**src/rtl/board_gpio_ctrl_if.sv**
```systemverilog
// Board GPIO bundle: DIP switch inputs, debounced switch reports and LED controls.
interface board_gpio_ctrl_if #(
    parameter int unsigned NUM_SW  = 4,
    parameter int unsigned NUM_LED = 4
);
    logic [NUM_SW-1:0]    dip_switches_tri_i;
    logic [NUM_SW-1:0]    sw_o;
    logic                 sw_chg_o;
    logic [2*NUM_LED-1:0] led_mode_i;
    logic [NUM_LED-1:0]   led_val_i;
    logic [NUM_LED-1:0]   led_act_i;
    logic [NUM_LED-1:0]   led_4bits_tri_o;

    // Controller side
    modport slave (
        input  dip_switches_tri_i,
        input  led_mode_i,
        input  led_val_i,
        input  led_act_i,
        output sw_o,
        output sw_chg_o,
        output led_4bits_tri_o
    );

    // Subsystem / board side
    modport master (
        output dip_switches_tri_i,
        output led_mode_i,
        output led_val_i,
        output led_act_i,
        input  sw_o,
        input  sw_chg_o,
        input  led_4bits_tri_o
    );
endinterface

```
**src/rtl/board_gpio_ctrl.sv**
```systemverilog
// Board I/O controller: synchronised, debounced DIP switches with change strobe,
// and per-LED static / blink / activity-stretch / heartbeat drive.
module board_gpio_ctrl #(
    parameter int unsigned NUM_SW          = 4,
    parameter int unsigned NUM_LED         = 4,
    parameter int unsigned DEBOUNCE_CYCLES = 250000,
    parameter int unsigned BLINK_DIV       = 12500000,
    parameter int unsigned STRETCH_TICKS   = 2
) (
    input  logic             sys_clk,
    input  logic             sys_rst_n,
    board_gpio_ctrl_if.slave gpio
);
    localparam int unsigned DB_W  = $clog2(DEBOUNCE_CYCLES + 1);
    localparam int unsigned PRE_W = $clog2(BLINK_DIV);
    localparam int unsigned ST_W  = $clog2(STRETCH_TICKS + 1);

    localparam logic [DB_W-1:0]  DB_LAST  = DB_W'(DEBOUNCE_CYCLES - 1);
    localparam logic [PRE_W-1:0] PRE_LAST = PRE_W'(BLINK_DIV - 1);
    localparam logic [ST_W-1:0]  ST_LOAD  = ST_W'(STRETCH_TICKS);

    logic [NUM_SW-1:0]  sync1_q, sync1_d;
    logic [NUM_SW-1:0]  sync2_q, sync2_d;
    logic [DB_W-1:0]    db_cnt_q [NUM_SW];
    logic [DB_W-1:0]    db_cnt_d [NUM_SW];
    logic [NUM_SW-1:0]  sw_q, sw_d;
    logic               sw_chg_q, sw_chg_d;
    logic [PRE_W-1:0]   pre_q, pre_d;
    logic [2:0]         tick_cnt_q, tick_cnt_d;
    logic [ST_W-1:0]    st_q [NUM_LED];
    logic [ST_W-1:0]    st_d [NUM_LED];
    logic [NUM_LED-1:0] led_q, led_d;
    logic               tick;
    logic               sw_upd;

    // Next-state logic for the switch path, prescaler, stretch counters and LEDs
    always_comb begin
        sync1_d    = gpio.dip_switches_tri_i;
        sync2_d    = sync1_q;
        sw_d       = sw_q;
        sw_upd     = 1'b0;
        tick       = (pre_q == PRE_LAST);
        pre_d      = tick ? '0 : pre_q + PRE_W'(1);
        tick_cnt_d = tick ? tick_cnt_q + 3'd1 : tick_cnt_q;
        led_d      = '0;

        // Counter runs only while the synchronised level disagrees with the accepted one
        for (int i = 0; i < NUM_SW; i++) begin
            db_cnt_d[i] = '0;
            if (sync2_q[i] != sw_q[i]) begin
                if (db_cnt_q[i] == DB_LAST) begin
                    sw_d[i] = sync2_q[i];
                    sw_upd  = 1'b1;
                end else begin
                    db_cnt_d[i] = db_cnt_q[i] + DB_W'(1);
                end
            end
        end
        sw_chg_d = sw_upd;

        // A fresh activity pulse takes priority over a same-cycle tick decrement
        for (int i = 0; i < NUM_LED; i++) begin
            st_d[i] = st_q[i];
            if (gpio.led_act_i[i]) begin
                st_d[i] = ST_LOAD;
            end else if (tick && (st_q[i] != '0)) begin
                st_d[i] = st_q[i] - ST_W'(1);
            end

            case (gpio.led_mode_i[2*i +: 2])
                2'b00:   led_d[i] = gpio.led_val_i[i];
                2'b01:   led_d[i] = tick_cnt_q[0];
                2'b10:   led_d[i] = (st_q[i] != '0);
                default: led_d[i] = (tick_cnt_q == 3'd0) || (tick_cnt_q == 3'd2);
            endcase
        end
    end

    // State registers
    always_ff @(posedge sys_clk or negedge sys_rst_n) begin
        if (!sys_rst_n) begin
            sync1_q    <= '0;
            sync2_q    <= '0;
            sw_q       <= '0;
            sw_chg_q   <= 1'b0;
            pre_q      <= '0;
            tick_cnt_q <= '0;
            led_q      <= '0;
            for (int i = 0; i < NUM_SW; i++) begin
                db_cnt_q[i] <= '0;
            end
            for (int i = 0; i < NUM_LED; i++) begin
                st_q[i] <= '0;
            end
        end else begin
            sync1_q    <= sync1_d;
            sync2_q    <= sync2_d;
            sw_q       <= sw_d;
            sw_chg_q   <= sw_chg_d;
            pre_q      <= pre_d;
            tick_cnt_q <= tick_cnt_d;
            led_q      <= led_d;
            for (int i = 0; i < NUM_SW; i++) begin
                db_cnt_q[i] <= db_cnt_d[i];
            end
            for (int i = 0; i < NUM_LED; i++) begin
                st_q[i] <= st_d[i];
            end
        end
    end

    assign gpio.sw_o            = sw_q;
    assign gpio.sw_chg_o        = sw_chg_q;
    assign gpio.led_4bits_tri_o = led_q;
endmodule

```
**src/flat_wrapper.sv**
```systemverilog
// flat-port wrapper written by rule: the top's interface ports become plain ports
module board_gpio_ctrl_flat 
#(
    parameter int unsigned NUM_SW          = 4,
    parameter int unsigned NUM_LED         = 4,
    parameter int unsigned DEBOUNCE_CYCLES = 250000,
    parameter int unsigned BLINK_DIV       = 12500000,
    parameter int unsigned STRETCH_TICKS   = 2
)
  (sys_clk, sys_rst_n, gpio_dip_switches_tri_i, gpio_led_mode_i, gpio_led_val_i, gpio_led_act_i, gpio_sw_o, gpio_sw_chg_o, gpio_led_4bits_tri_o);
  board_gpio_ctrl_if #(.NUM_SW(NUM_SW), .NUM_LED(NUM_LED)) gpio_i ();
  input  logic sys_clk;
  input  logic sys_rst_n;
  input wire logic [$bits(gpio_i.dip_switches_tri_i)-1:0] gpio_dip_switches_tri_i;
  input wire logic [$bits(gpio_i.led_mode_i)-1:0] gpio_led_mode_i;
  input wire logic [$bits(gpio_i.led_val_i)-1:0] gpio_led_val_i;
  input wire logic [$bits(gpio_i.led_act_i)-1:0] gpio_led_act_i;
  output wire logic [$bits(gpio_i.sw_o)-1:0] gpio_sw_o;
  output wire logic [$bits(gpio_i.sw_chg_o)-1:0] gpio_sw_chg_o;
  output wire logic [$bits(gpio_i.led_4bits_tri_o)-1:0] gpio_led_4bits_tri_o;
  assign gpio_i.dip_switches_tri_i = gpio_dip_switches_tri_i;
  assign gpio_i.led_mode_i = gpio_led_mode_i;
  assign gpio_i.led_val_i = gpio_led_val_i;
  assign gpio_i.led_act_i = gpio_led_act_i;
  assign gpio_sw_o = gpio_i.sw_o;
  assign gpio_sw_chg_o = gpio_i.sw_chg_o;
  assign gpio_led_4bits_tri_o = gpio_i.led_4bits_tri_o;
  board_gpio_ctrl #(.NUM_SW(NUM_SW), .NUM_LED(NUM_LED), .DEBOUNCE_CYCLES(DEBOUNCE_CYCLES), .BLINK_DIV(BLINK_DIV), .STRETCH_TICKS(STRETCH_TICKS)) u_core (.sys_clk(sys_clk), .sys_rst_n(sys_rst_n), .gpio(gpio_i));
endmodule
```
**config.mk**
```make
export PLATFORM = sky130hd
export DESIGN_NAME = board_gpio_ctrl_flat
export DESIGN_NICKNAME = d
export VERILOG_FILES = /design/src/rtl/board_gpio_ctrl_if.sv /design/src/rtl/board_gpio_ctrl.sv /design/src/flat_wrapper.sv
export SDC_FILE = /design/constraint.sdc
export NUM_CORES = 1
export LEC_CHECK = 0
export ABC_AREA = 0
export CORE_AREA = 3 3 103 105
export CTS_CLUSTER_SIZE = 25
export DETAILED_ROUTE_END_ITERATION = 7
export DIE_AREA = 0 0 106 108
export HOLD_SLACK_MARGIN = 0.12
export PLACE_DENSITY = 0.78
export SLEW_MARGIN = 10
export SYNTH_ARGS = -nofsm -noshare
export SYNTH_HDL_FRONTEND = slang
export SYNTH_SLANG_ARGS = --single-unit
```
**constraint.sdc**
```tcl
create_clock -name sys_clk -period 2.15 [get_ports sys_clk]
set_clock_uncertainty 0.05 [all_clocks]
set_input_delay 0.43 -clock sys_clk [delete_from_list [all_inputs] [get_ports sys_clk]]
set_output_delay 0.43 -clock sys_clk [all_outputs]
set_load 0.02 [all_outputs]
```
# Word level (Yosys, flattened, before mapping)

Cells that the tools add are included.

Flip-flop bits (word level): 124
Logic and storage cells: 97
Output and inout port bits: 9
Input port bits: 22

Reduce and logical (&&, ||, !) cells: 22
Multiplexer cells: 29
Eq/ne operators: 18
Add/subtract/negate cells: 10

Operators by type and width:

| kind                                                               | number |
|---|---|
| 18-bit two-way mux                                                 | 8 |
| 18-bit by 1-bit adder with 18-bit output, second input constant    | 4 |
| 18-bit == test, second input constant                              | 4 |
| 24-bit by 1-bit adder with 24-bit output, second input constant    | 1 |
| 24-bit == test, second input constant                              | 1 |
| 24-bit two-way mux                                                 | 1 |
| 2-bit two-way mux                                                  | 8 |
| 2-bit nonzero test                                                 | 8 |
| 1-bit one-hot mux with 3 select lines                              | 4 |
| 2-bit by 1-bit == test with 1-bit output, second input constant    | 4 |
| 2-bit == test, second input constant                               | 4 |
| 2-bit zero test                                                    | 4 |
| 1-bit two-way mux                                                  | 8 |
| 2-bit AND reduction                                                | 4 |
| 2-bit by 1-bit subtractor with 2-bit output, second input constant | 4 |
| 1-bit logical AND                                                  | 4 |
| 1-bit != test                                                      | 4 |
| 3-bit by 1-bit adder with 3-bit output, second input constant      | 1 |
| 3-bit by 2-bit == test with 1-bit output, second input constant    | 1 |
| 3-bit zero test                                                    | 1 |
| 1-bit logical OR                                                   | 1 |

# Logic depth before layout (Yosys ltp)

Gate-level depths: netlist of run 1.

Word-level depth: 9
Depth in mapped cells: 8
Gate-level depth less buffers: 6

# Worst setup path before layout of run 1

OpenSTA, ideal clock, no wires.

Kind: reg-to-reg
Start: register u_core.db_cnt_q[36] (netlist bit)
End: register u_core.db_cnt_q[52] (netlist bit)
Required time: 1.981 ns
Clock period less this slack: 1.919 ns
Cell stages (with the launch flop): 9
Library setup time: 0.119 ns
Setup slack: 0.231 ns
Buffers on the path: 2
Arrival time: 1.750 ns
Cell sequence: dfrtp_1 ha_1 nand3_1 or4_1 nor3_1 or2_2 buf_4 buf_6 nor2_1

RTL lines:

| element                         | RTL line               | text |
|---|---|---|
| start, declared                 | board_gpio_ctrl.sv:24  | `logic [DB_W-1:0] db_cnt_q [NUM_SW];` |
| start signal, assigned by index | board_gpio_ctrl.sv:104 | `db_cnt_q[i] <= db_cnt_d[i];` |

# Worst setup path after layout of run 1

Start: register u_core.sw_q[3] (netlist: u_core.gpio.sw_o[3])
End: output gpio_sw_o[3]

RTL lines:

| element                | RTL line              | text |
|---|---|---|
| start, declared        | board_gpio_ctrl.sv:26 | `logic [NUM_SW-1:0] sw_q, sw_d;` |
| start signal, assigned | board_gpio_ctrl.sv:98 | `sw_q <= sw_d;` |
| end, declared          | flat_wrapper.sv:18    | `output wire logic [$bits(gpio_i.sw_o)-1:0] gpio_sw_o;` |

No word-level cell between the ends.

==> summary.txt, run 1 <==
Synthesis
  – Post-synthesis sequential area ratio: 0.536
  – Main synth FF type: dfrtp_1
  – EDFF count, synth: 0
  – Unique masters post-synth: 36
  – Avg Cell Area, Syn: approximately 10 µm²
  – FF+latch count, synth: around 120
  – Complex-gate fraction of the synthesized area: 0.0229
  – Cells after synthesis: 557
  – Synth Area in Adders: 0.0259
  – Largest family of logic cells by synthesized area: simple AND/OR/NAND/NOR gates
  – Syn Nets: 591
  – Post-Synth XOR/XNOR Area: 0.135
  – Mux contribution to synthesized area: 0.0233
  – Yosys warnings: 0
  – Async SR Flop Fraction: 1.00
  – Post-Synth Simple-Gate Area: 0.227
  – Post-synth design cell area: 5790 µm²

Clock network
  – Clk slew on worst S/H paths: roughly 0.06 ns
  – H-Tree Depth: 4
  – Postcts setup bufs: 0
  – Clock Latency Late Sink: between 0.5 and 0.6 ns
  – Bufs on Longest Clock Path: 2
  – TritonCTS clock tree: yes
  – CTS Buf Count: 17
  – Clk sinks: between 100 and 150
  – Clock root cell: clkbuf_8

Route
  – Vias per std cell: roughly 5.4
  – Final WL: 10.7 mm
  – Final ANT Viol Nets: 0
  – DR vias: 4029
  – DRT iter0 DRCs: between 150 and 200
  – DRC errors left: 0
  – Post-DR wirelength/cell: roughly 14 µm
  – DRT Pass-1 Iters: 4

Timing
  – TNS Setup: 0 ns
  – Fmax: approximately 490 MHz
  – Hold violation total from the final report: 0
  – Setup WS post-layout: around 0.10 ns
  – Final min period: a little over 2 ns
  – RSZ-0062 raised after global routing: yes
  – Fin. max-slew vios: 0
  – Worst Tran Pin Value: between 0.5 and 0.6 ns
  – Final period utilization: 0.951
  – Final setup violation count: 0
  – Slew HR: 0.650

Worst setup path
  – CP arrival: 1.57 ns
  – CP max stage delay: 0.63 ns
  – Worst path slowest cell: clkdlybuf4s50_1
  – R2R Setup Slk: ~0.13 ns
  – Kind of critical path: flip-flop to output port
  – R2r worst-path depth: 6
  – Startpoint Class: flip-flop
  – Critical Path RT: 1.67 ns
  – Reg-to-Reg Start: u_core.pre_q[0]
  – Critical path's top delay family: buffers and inverters
  – Worst path buffer plus inverter count: 1
  – Crit Path Max Fanout: 3
  – Worst r2r dst: u_core.pre_q[3]
  – Critical Path Stages: 1
  – CP endpoint kind: output port
  – Worst-path cell chain: clkdlybuf4s50_1

Floorplan
  – Chip Width: 106 µm
  – # rows: 36
  – Die span in y: 108 µm
  – Initial Util: 0.595
  – Die area: 11400 µm²
  – Core area: 9730 µm²
  – Ports: 31

Job
  – Maxcap violations: 0

Placement
  – Final Wtd Congestion: 0.782
  – IO Port Bufs: 30
  – HPWL after DPL: 7.26 mm
  – Place WS: 0.0910 ns
  – Placed cell area: 6260 µm²

Pwr
  – Power density over cell area: 777 nW/µm²
  – Leak pwr: 2.99 nW
  – Peak supply drop: 699 µV

Global routing
  – Busiest layer in global routing: met2
  – Largest net degree at the start of global routing: 46
  – Met1 Track Usage GR: 0.252
  – Antenna violations before repair: 0
  – Vias in the first global route: around 4300
  – Global route overflow: 0
  – GR Layer Usage met3: 0.0621
  – Gr usage total: 0.209
  – Met2 usage: 0.357
  – First-pass GRT wire length: 18.9 mm

Worst hold path
  – Worst hold path type: input pin to flip-flop
  – HP Start: gpio_dip_switches_tri_i[3]
  – Hold EP: u_core.sync1_q[3]
  – Hold path cells: 1

Final layout
  – Most frequent cells in the layout: 124 x dfrtp_1, 106 x nor2_1, 50 x xor2_1, 39 x xnor2_1, 37 x nand3_1
  – Layout net count: between 600 and 700
  – Layout cells sized above 1: 0.0859
  – Most common cell after layout, fill and taps aside: dfrtp_1
  – Final instance area: a little under 7000 µm²
  – Post-synthesis to final-layout area growth: 18.6%
  – Ant diodes: 0

Run status
  – Status: finished clean
[logic make-up (layout without fill, tap and decap cells)]
family          count (synthesis)  in the layout
simple gates                  267            267
flops                         124            124
xor+xnor                       89             89
buf+inv                        39             99
compound gates                 18             18
fa+ha+maj                      12             12
mux                             8              8
[cell type report]
| class | instances | area (µm²) |
|---|---|---|
| Tap cell | 133 | 166 |
| Multi-Input combinational cell | 394 | 2520 |
| Clock inverter | 10 | 114 |
| Inverter | 30 | 113 |
| Fill cell | 723 | 2870 |
| Timing Repair Buffer | 37 | 378 |
| Clock buffer | 22 | 473 |
| Sequential cell | 124 | 3100 |
[routing by layer]
layer / vias to the layer above / wire [µm]
met5: - / 0
met4: 0 / 131
met3: 12 / 384
met2: 61 / 5380
met1: 1981 / 4780
li1: 1975 / -
[through the flow]
step	util	power (W)	instances	hold WS, ns
CTS	0.705	0.00539	750	0.281
floorplan	-	0.00250	557	0.0844
global placement	0.644	0.00261	717	0.284
finish	0.705	0.00533	750	0.297
detailed placement	0.644	0.00262	717	0.293
global route	0.705	0.00552	750	0.287
[what timing repair did]
action                     CTS  global route
setup endpoints to repair    0            30
hold buffers                 1             0
hold endpoints to repair    37             0
resized for setup            0             1
[state kept, by name, summed over array words and instances, names as in the netlist]
register and cells:
u_core.gpio.sw_o 4, u_core.st_q 8, u_core.db_cnt_q 72, u_core.pre_q 24, u_core.tick_cnt_q 3, u_core.gpio.led_4bits_tri_o 4, u_core.sync2_q 4, u_core.sync1_q 4
u_core.gpio.sw_chg_o 1
[cell usage after synthesis, drive strengths merged (8+ instances only)]
master	n	area share
nor3	11	0.0095
ha	12	0.026
inv	30	0.019
xor2	50	0.076
nand4	27	0.029
nor2	106	0.069
and3	15	0.016
nand2b	8	0.0086
xnor2	39	0.059
buf	8	0.0095
nand3	37	0.032
dfrtp	124	0.54
nand2	28	0.018
[how the worst max path moves through the flow]
stage,start,endpoint,slack [ns]
CTS,u_core.gpio.sw_o[3],gpio_sw_o[3],0.07
global placement,u_core.db_cnt_q[36],u_core.db_cnt_q[49],0.16
detailed placement,u_core.db_cnt_q[36],u_core.db_cnt_q[50],0.09
global route,u_core.pre_q[0],u_core.pre_q[3],-0.09
finish,u_core.gpio.sw_o[3],gpio_sw_o[3],0.10
floorplan,u_core.db_cnt_q[36],u_core.db_cnt_q[52],0.23
[power breakdown]
group / internal, W / switching (W)
sequential: 0.00237 / 0.0000227
clock: 0.00177 / 0.000992
combinational: 0.0000852 / 0.000102
Power figures use the tool's default switching activity.
==> run 2: changes to the inputs <==
- PLACE_DENSITY: 0.78 -> 0.89
- clock period: 2.15 -> 2 ns (I/O delays scaled with it)
==> summary.txt, run 2 (synthesized netlist as in run 1, its figures left out) <==
Floorplan
  – Chip Width: 106 µm (unchanged)
  – Die span in y: 108 µm (unchanged)
  – Core area: 9730 µm² (unchanged)
  – Die area: 11400 µm² (unchanged)
  – # rows: 36 (unchanged)
  – Initial Util: 0.595 (unchanged)
  – Ports: 31 (unchanged)

Timing
  – Hold violation total from the final report: 0 (unchanged)
  – Final min period: 1.96 ns
  – Worst Tran Pin Value: 0.445 ns (-0.0799 ns)
  – Final setup violation count: 0 (unchanged)
  – Fmax: 510 MHz
  – Final period utilization: 0.981
  – Fin. max-slew vios: 0 (unchanged)
  – Slew HR: 0.702 (+0.0522)
  – WHS: 0.261 ns (-0.0364 ns)

Route
  – DRC errors left: 0 (unchanged)
  – Final ANT Viol Nets: 0 (unchanged)
  – DR vias: 4390 (+9.0%)
  – DRT iter0 DRCs: 325 (+68%)
  – Final WL: 13.0 mm (+22%)
  – Vias per std cell: 5.75 (+7.1%)
  – DRT Pass-1 Iters: 5 (+1)
  – Post-DR wirelength/cell: 17.1 µm (+20%)

Clock network
  – Bufs on Longest Clock Path: 2 (unchanged)
  – H-Tree Depth: 4 (unchanged)
  – Clk sinks: 124 (unchanged)
  – TritonCTS clock tree: yes
  – Clk slew on worst S/H paths: 0.06 ns (about the same)
  – Clock root cell: clkbuf_8
  – CTS Buf Count: 17 (unchanged)
  – Clock Latency Late Sink: 0.52 ns (about the same)

Final layout
  – Layout net count: 651 (+2.0%)
  – Ant diodes: 0 (unchanged)
  – Max FFs per register: 72 (unchanged)
  – Filler cell count: 609 (-16%)
  – Final Non-Filler Cells: 763 (+1.7%)
  – Top flop regs: u_core.db_cnt_q x72, u_core.pre_q x24, u_core.st_q x8
  – Most common cell after layout, fill and taps aside: dfrtp_1
  – Register with the most flip-flops: u_core.db_cnt_q
  – Post-synthesis to final-layout area growth: 23.0%
  – Layout cells sized above 1: 0.137 (+0.0506)
  – Most frequent cells in the layout: 123 x dfrtp_1, 104 x nor2_1, 50 x xor2_1, 39 x xnor2_1, 35 x nand3_1

Run status
  – Status: finished clean

Worst setup path
  – Crit Path Max Fanout: 5 (+2)
  – Worst path buffer plus inverter count: 0 (-1)
  – Critical path's top delay family: simple AND/OR/NAND/NOR gates
  – Worst-path cell chain: ha_2 -> and4_2 -> nand3_1 -> or4_1 -> nand3_1 -> o21ai_0
  – Reg-to-Reg Start: u_core.pre_q[0]
  – Critical Path RT: 2.35 ns (+0.68 ns)
  – Worst path slowest cell: or4_1
  – CP startpoint: u_core.pre_q[0]
  – CP max stage delay: 0.56 ns (-0.07 ns)
  – CP arrival: 2.31 ns (+0.74 ns)
  – Kind of critical path: flip-flop to flip-flop
  – Most frequent CP cell: nand3_1
  – Startpoint Class: flip-flop
  – CP endpoint kind: flip-flop

Global routing
  – Global route overflow: 0 (unchanged)
  – Vias in the first global route: 4543 (+5.3%)
  – Met2 usage: 0.417 (+0.0601)
  – Antenna violations before repair: 0 (unchanged)
  – First-pass GRT wire length: 21.6 mm (+14%)
  – GR Layer Usage met3: 0.0537 (-0.00836)
  – Busiest layer in global routing: met2
  – Gr usage total: 0.242 (+0.0322)
  – Met1 Track Usage GR: 0.286 (+0.0345)
  – Largest net degree at the start of global routing: 48 (+4.3%)

Placement
  – Inst Count DP: 725 (+1.1%)
  – IO Port Bufs: 30 (unchanged)
  – HPWL after DPL: 7.70 mm (+6.1%)
  – Final Wtd Congestion: 0.869 (+11%)

Pwr
  – Peak supply drop: 546 µV (-22%)
  – Leak pwr: 3.15 nW (+5.5%)
  – Power density over cell area: 849 nW/µm² (+9.3%)

Worst hold path
  – HP Start: gpio_dip_switches_tri_i[1]
  – Worst hold path type: input pin to flip-flop

Job
  – Maxcap violations: 0 (unchanged)
[run 2: worst paths after layout]
kind                                  endpoint  slack [ns]  cells past startpoint
setup / recovery              u_core.pre_q[20]        0.04                      6
hold / removal               u_core.sync1_q[1]        0.26                      1
min in group asynchronous   u_core.db_cnt_q[6]        0.28                      2
setup reg to reg              u_core.pre_q[20]        0.04                      6
hold reg to reg              u_core.sync2_q[1]        0.30                      0
max in group asynchronous  u_core.gpio.sw_o[0]        1.03                      3
[run 2: per-stage QoR]
step / setup WS (ns) / TNS (ns) / instance area (µm²) / power (W) / util
6_report: 0.0388 / 0 / 7120 / 0.00605 / 0.732
4_1_cts: 0.00146 / 0 / 7040 / 0.00606 / 0.723
5_1_grt: -0.0903 / -0.0903 / 7120 / 0.00623 / 0.732
3_3_place_gp: 0.0561 / 0 / 6340 / 0.00281 / 0.651
3_5_place_dp: -0.0322 / -0.0385 / 6340 / 0.00282 / 0.651
2_1_floorplan: 0.0814 / 0 / 5790 / 0.00269 / -
[run 2: routing by layer]
layer  vias to the layer above  part of all wire
met5                         -                 0
met4                         0             0.026
met3                        42             0.053
met2                       177              0.52
met1                      2169              0.40
li1                       2002                 -
[run 2: area by class of cell]
type	instances	area [µm²]	share of cell area
Clock buffer	18	428	0.0601
Clock inverter	14	205	0.0288
Inverter	30	113	0.0158
Multi-Input combinational cell	396	2620	0.368
Sequential cell	124	3100	0.436
Tap cell	133	166	0.0234
Timing Repair Buffer	48	482	0.0677
[run 2: power by group]
group          internal, W  total, W  switching, W
combinational    0.0000997  0.000219      0.000119
sequential         0.00254   0.00257     0.0000277
clock              0.00208   0.00326       0.00118
total              0.00472   0.00605       0.00132
[run 2: what timing repair did]
action | CTS | global route
gates cloned | 0 | 2
setup buffers | 2 | 1
hold endpoints to repair | 103 | 0
endpoints found under the setup margin | 31 | 61
hold buffers | 1 | 0
resized for setup | 11 | 18
pin swaps | 1 | 2
==> run 3: changes to the inputs <==
- CTS_CLUSTER_DIAMETER: default -> 150
- HOLD_SLACK_MARGIN: 0.12 -> 0.05
- SKIP_LAST_GASP: default -> 1
==> summary.txt, run 3 (synthesized netlist as in run 1, its figures left out) <==
Run status
  – Status: finished clean

Final layout
  – Top flop regs: u_core.db_cnt_q x72, u_core.pre_q x24, u_core.st_q x8
  – Final Non-Filler Cells: 763 (unchanged)
  – Layout cells sized above 1: 0.135 (-0.00159)
  – Register with the most flip-flops: u_core.db_cnt_q
  – Final Core Density: 0.732 (about the same)
  – Max FFs per register: 72 (unchanged)
  – Final instance area: 7120 µm² (about the same)
  – Post-synthesis to final-layout area growth: 23.0% (about the same)
  – Layout net count: 651 (unchanged)
  – Most common cell after layout, fill and taps aside: dfrtp_1
  – Most frequent cells in the layout: 123 x dfrtp_1, 105 x nor2_1, 50 x xor2_1, 39 x xnor2_1, 35 x nand3_1
  – Filler cell count: 609 (unchanged)
  – Ant diodes: 0 (unchanged)

Clock network
  – Clk slew on worst S/H paths: 0.06 ns (about the same)
  – Clock Latency Late Sink: 0.52 ns (about the same)
  – Clock root cell: clkbuf_8
  – CTS Buf Count: 17 (unchanged)
  – Bufs on Longest Clock Path: 2 (unchanged)
  – TritonCTS clock tree: yes
  – Clk sinks: 124 (unchanged)
  – H-Tree Depth: 4 (unchanged)

Route
  – DRT iter0 DRCs: 320 (-1.5%)
  – M1 wire length: 5.12 mm (-0.89%)
  – Vias per std cell: 5.75 (unchanged)
  – DR vias: 4390 (unchanged)
  – DRC errors left: 0 (unchanged)
  – Max layer used: met4
  – Wire length on met3: 683 µm (-0.58%)
  – Post-DR wirelength/cell: 17.0 µm (-0.46%)
  – DRT Pass-1 Iters: 7 (+2)
  – Final WL: 13.0 mm (-0.46%)
  – Met2 Routed Length: 6.82 mm (-0.35%)
  – Final ANT Viol Nets: 0 (unchanged)

Worst setup path
  – Critical Path RT: 1.55 ns (-0.80 ns)
  – Critical path's top delay family: buffers and inverters
  – Kind of critical path: flip-flop to output port
  – Crit Path Max Fanout: 1 (-4)
  – CP max stage delay: 0.62 ns (+0.06 ns)
  – Startpoint Class: flip-flop
  – Worst-path cell chain: clkdlybuf4s50_1
  – CP endpoint kind: output port
  – CP arrival: 1.48 ns (-0.83 ns)
  – Worst path buffer plus inverter count: 1 (+1)
  – Worst path slowest cell: clkdlybuf4s50_1

Placement
  – HPWL after DPL: 7.70 mm (unchanged)
  – Final Wtd Congestion: 0.869 (unchanged)
  – Placed cell area: 6340 µm² (unchanged)
  – Place WS: -0.0322 ns (unchanged)
  – Inst Count DP: 725 (unchanged)
  – IO Port Bufs: 30 (unchanged)

Timing
  – Final min period: 1.93 ns (-0.0334 ns)
  – Fmax: 519 MHz (+1.7%)
  – Slew HR: 0.710 (+0.00769)
  – Fin. max-slew vios: 0 (unchanged)
  – TNS Setup: 0 ns (unchanged)
  – Setup WS post-layout: 0.0722 ns (+0.0334 ns)
  – Worst Tran Pin Value: 0.434 ns (-0.0115 ns)
  – Final setup violation count: 0 (unchanged)
  – Hold violation total from the final report: 0 (unchanged)
  – Final period utilization: 0.964 (-0.0167)
  – RSZ-0062 raised after global routing: yes

Floorplan
  – Core area: 9730 µm² (unchanged)
  – Die span in y: 108 µm (unchanged)
  – Die area: 11400 µm² (unchanged)
  – Chip Width: 106 µm (unchanged)
  – Initial Util: 0.595 (unchanged)
  – # rows: 36 (unchanged)
  – Ports: 31 (unchanged)

Global routing
  – Largest net degree at the start of global routing: 48 (unchanged)
  – Gr usage total: 0.242 (unchanged)
  – Global route overflow: 0 (unchanged)
  – First-pass GRT wire length: 21.6 mm (unchanged)
  – Antenna violations before repair: 0 (unchanged)
  – Vias in the first global route: 4543 (unchanged)

Pwr
  – Switching Power: 0.00132 W (-0.32%)
  – Switching Share: 0.218 (-0.000551)
  – Power density over cell area: 849 nW/µm² (about the same)
  – Cell Int Power: 0.00472 W (about the same)
  – Leak pwr: 3.15 nW (about the same)
  – Sequential share of power: 0.425 (about the same)
  – Comb pwr share: 0.036 (about the same)
  – Clock share of power: 0.539 (about the same)
  – Peak supply drop: 545 µV (about the same)

Job
  – Maxcap violations: 0 (unchanged)

Worst hold path
  – Worst hold path type: input pin to flip-flop
==> run 3: cell counts in the layout (fill, tap and decap cells not counted) <==
Identical to the previous run, type by type.
==> run 3: path summary, 6_finish.rpt <==
| path | slack (ns) | endpoint | cells after the start | from |
|---|---|---|---|---|
| worst min-delay path | 0.26 | u_core.sync1_q[1] | 1 | gpio_dip_switches_tri_i[1] |
| worst max register to register | 0.08 | u_core.db_cnt_q[35] | 7 | u_core.db_cnt_q[18] |
| max in group asynchronous | 1.03 | u_core.gpio.sw_o[0] | 3 | sys_rst_n |
| min in group asynchronous | 0.28 | u_core.db_cnt_q[6] | 2 | sys_rst_n |
| worst min register to register | 0.30 | u_core.sync2_q[1] | 0 | u_core.sync1_q[1] |
| worst max-delay path | 0.07 | gpio_led_4bits_tri_o[2] | 1 | u_core.gpio.led_4bits_tri_o[2] |
==> run 3: power groups by stage <==
stage          Sequential [W]  Combinational, W  Clock, W
2_1_floorplan         0.00261         0.0000735         0
3_3_place_gp          0.00261          0.000202         0
3_5_place_dp          0.00261          0.000209         0
4_1_cts               0.00257          0.000218   0.00328
5_1_grt               0.00257          0.000244   0.00341
6_report              0.00257          0.000219   0.00325
==> run 3: layer usage <==
layer  global-route usage  vias up
li1                     -     2002
met1                0.286     2182
met2                0.417      166
met3               0.0537       40
met4                0.124        0
met5                    0        -
==> run 3: final cells by class <==
class | count | area [µm²] | area share
clock buffer | 18 | 428 | 0.0601
clock inverter | 14 | 205 | 0.0288
inverter | 30 | 113 | 0.0158
multi-input combinational | 396 | 2620 | 0.368
sequential | 124 | 3100 | 0.436
tap | 133 | 166 | 0.0234
timing repair buffer | 48 | 482 | 0.0677
==> run 3: worst register-to-register path: stages (launching register included) <==
cell     delay [ns]
dfrtp_2        0.41
ha_2           0.23
and3_2         0.24
nand2_1        0.11
buf_4          0.17
o41ai_4        0.32
buf_4          0.22
nor2_1         0.06
==> run 3: what timing repair did <==
| item | CTS | global route |
|---|---|---|
| hold buffers | 1 | 0 |
| buffers inserted | 2 | 1 |
| endpoints found under the setup margin | 31 | 61 |
| pin swaps | 1 | 2 |
| cloned | 0 | 2 |
| hold endpoints to repair | 21 | 0 |
| gates resized for setup | 11 | 17 |
==> run 3: metrics by stage <==
| stage | power (W) | hold WS (ns) |
|---|---|---|
| after detailed placement | 0.00282 | 0.278 |
| after floorplan | 0.00269 | 0.0544 |
| after global routing | 0.00623 | 0.259 |
| final | 0.00604 | 0.261 |
| after global placement | 0.00281 | 0.276 |
| after CTS | 0.00606 | 0.249 |
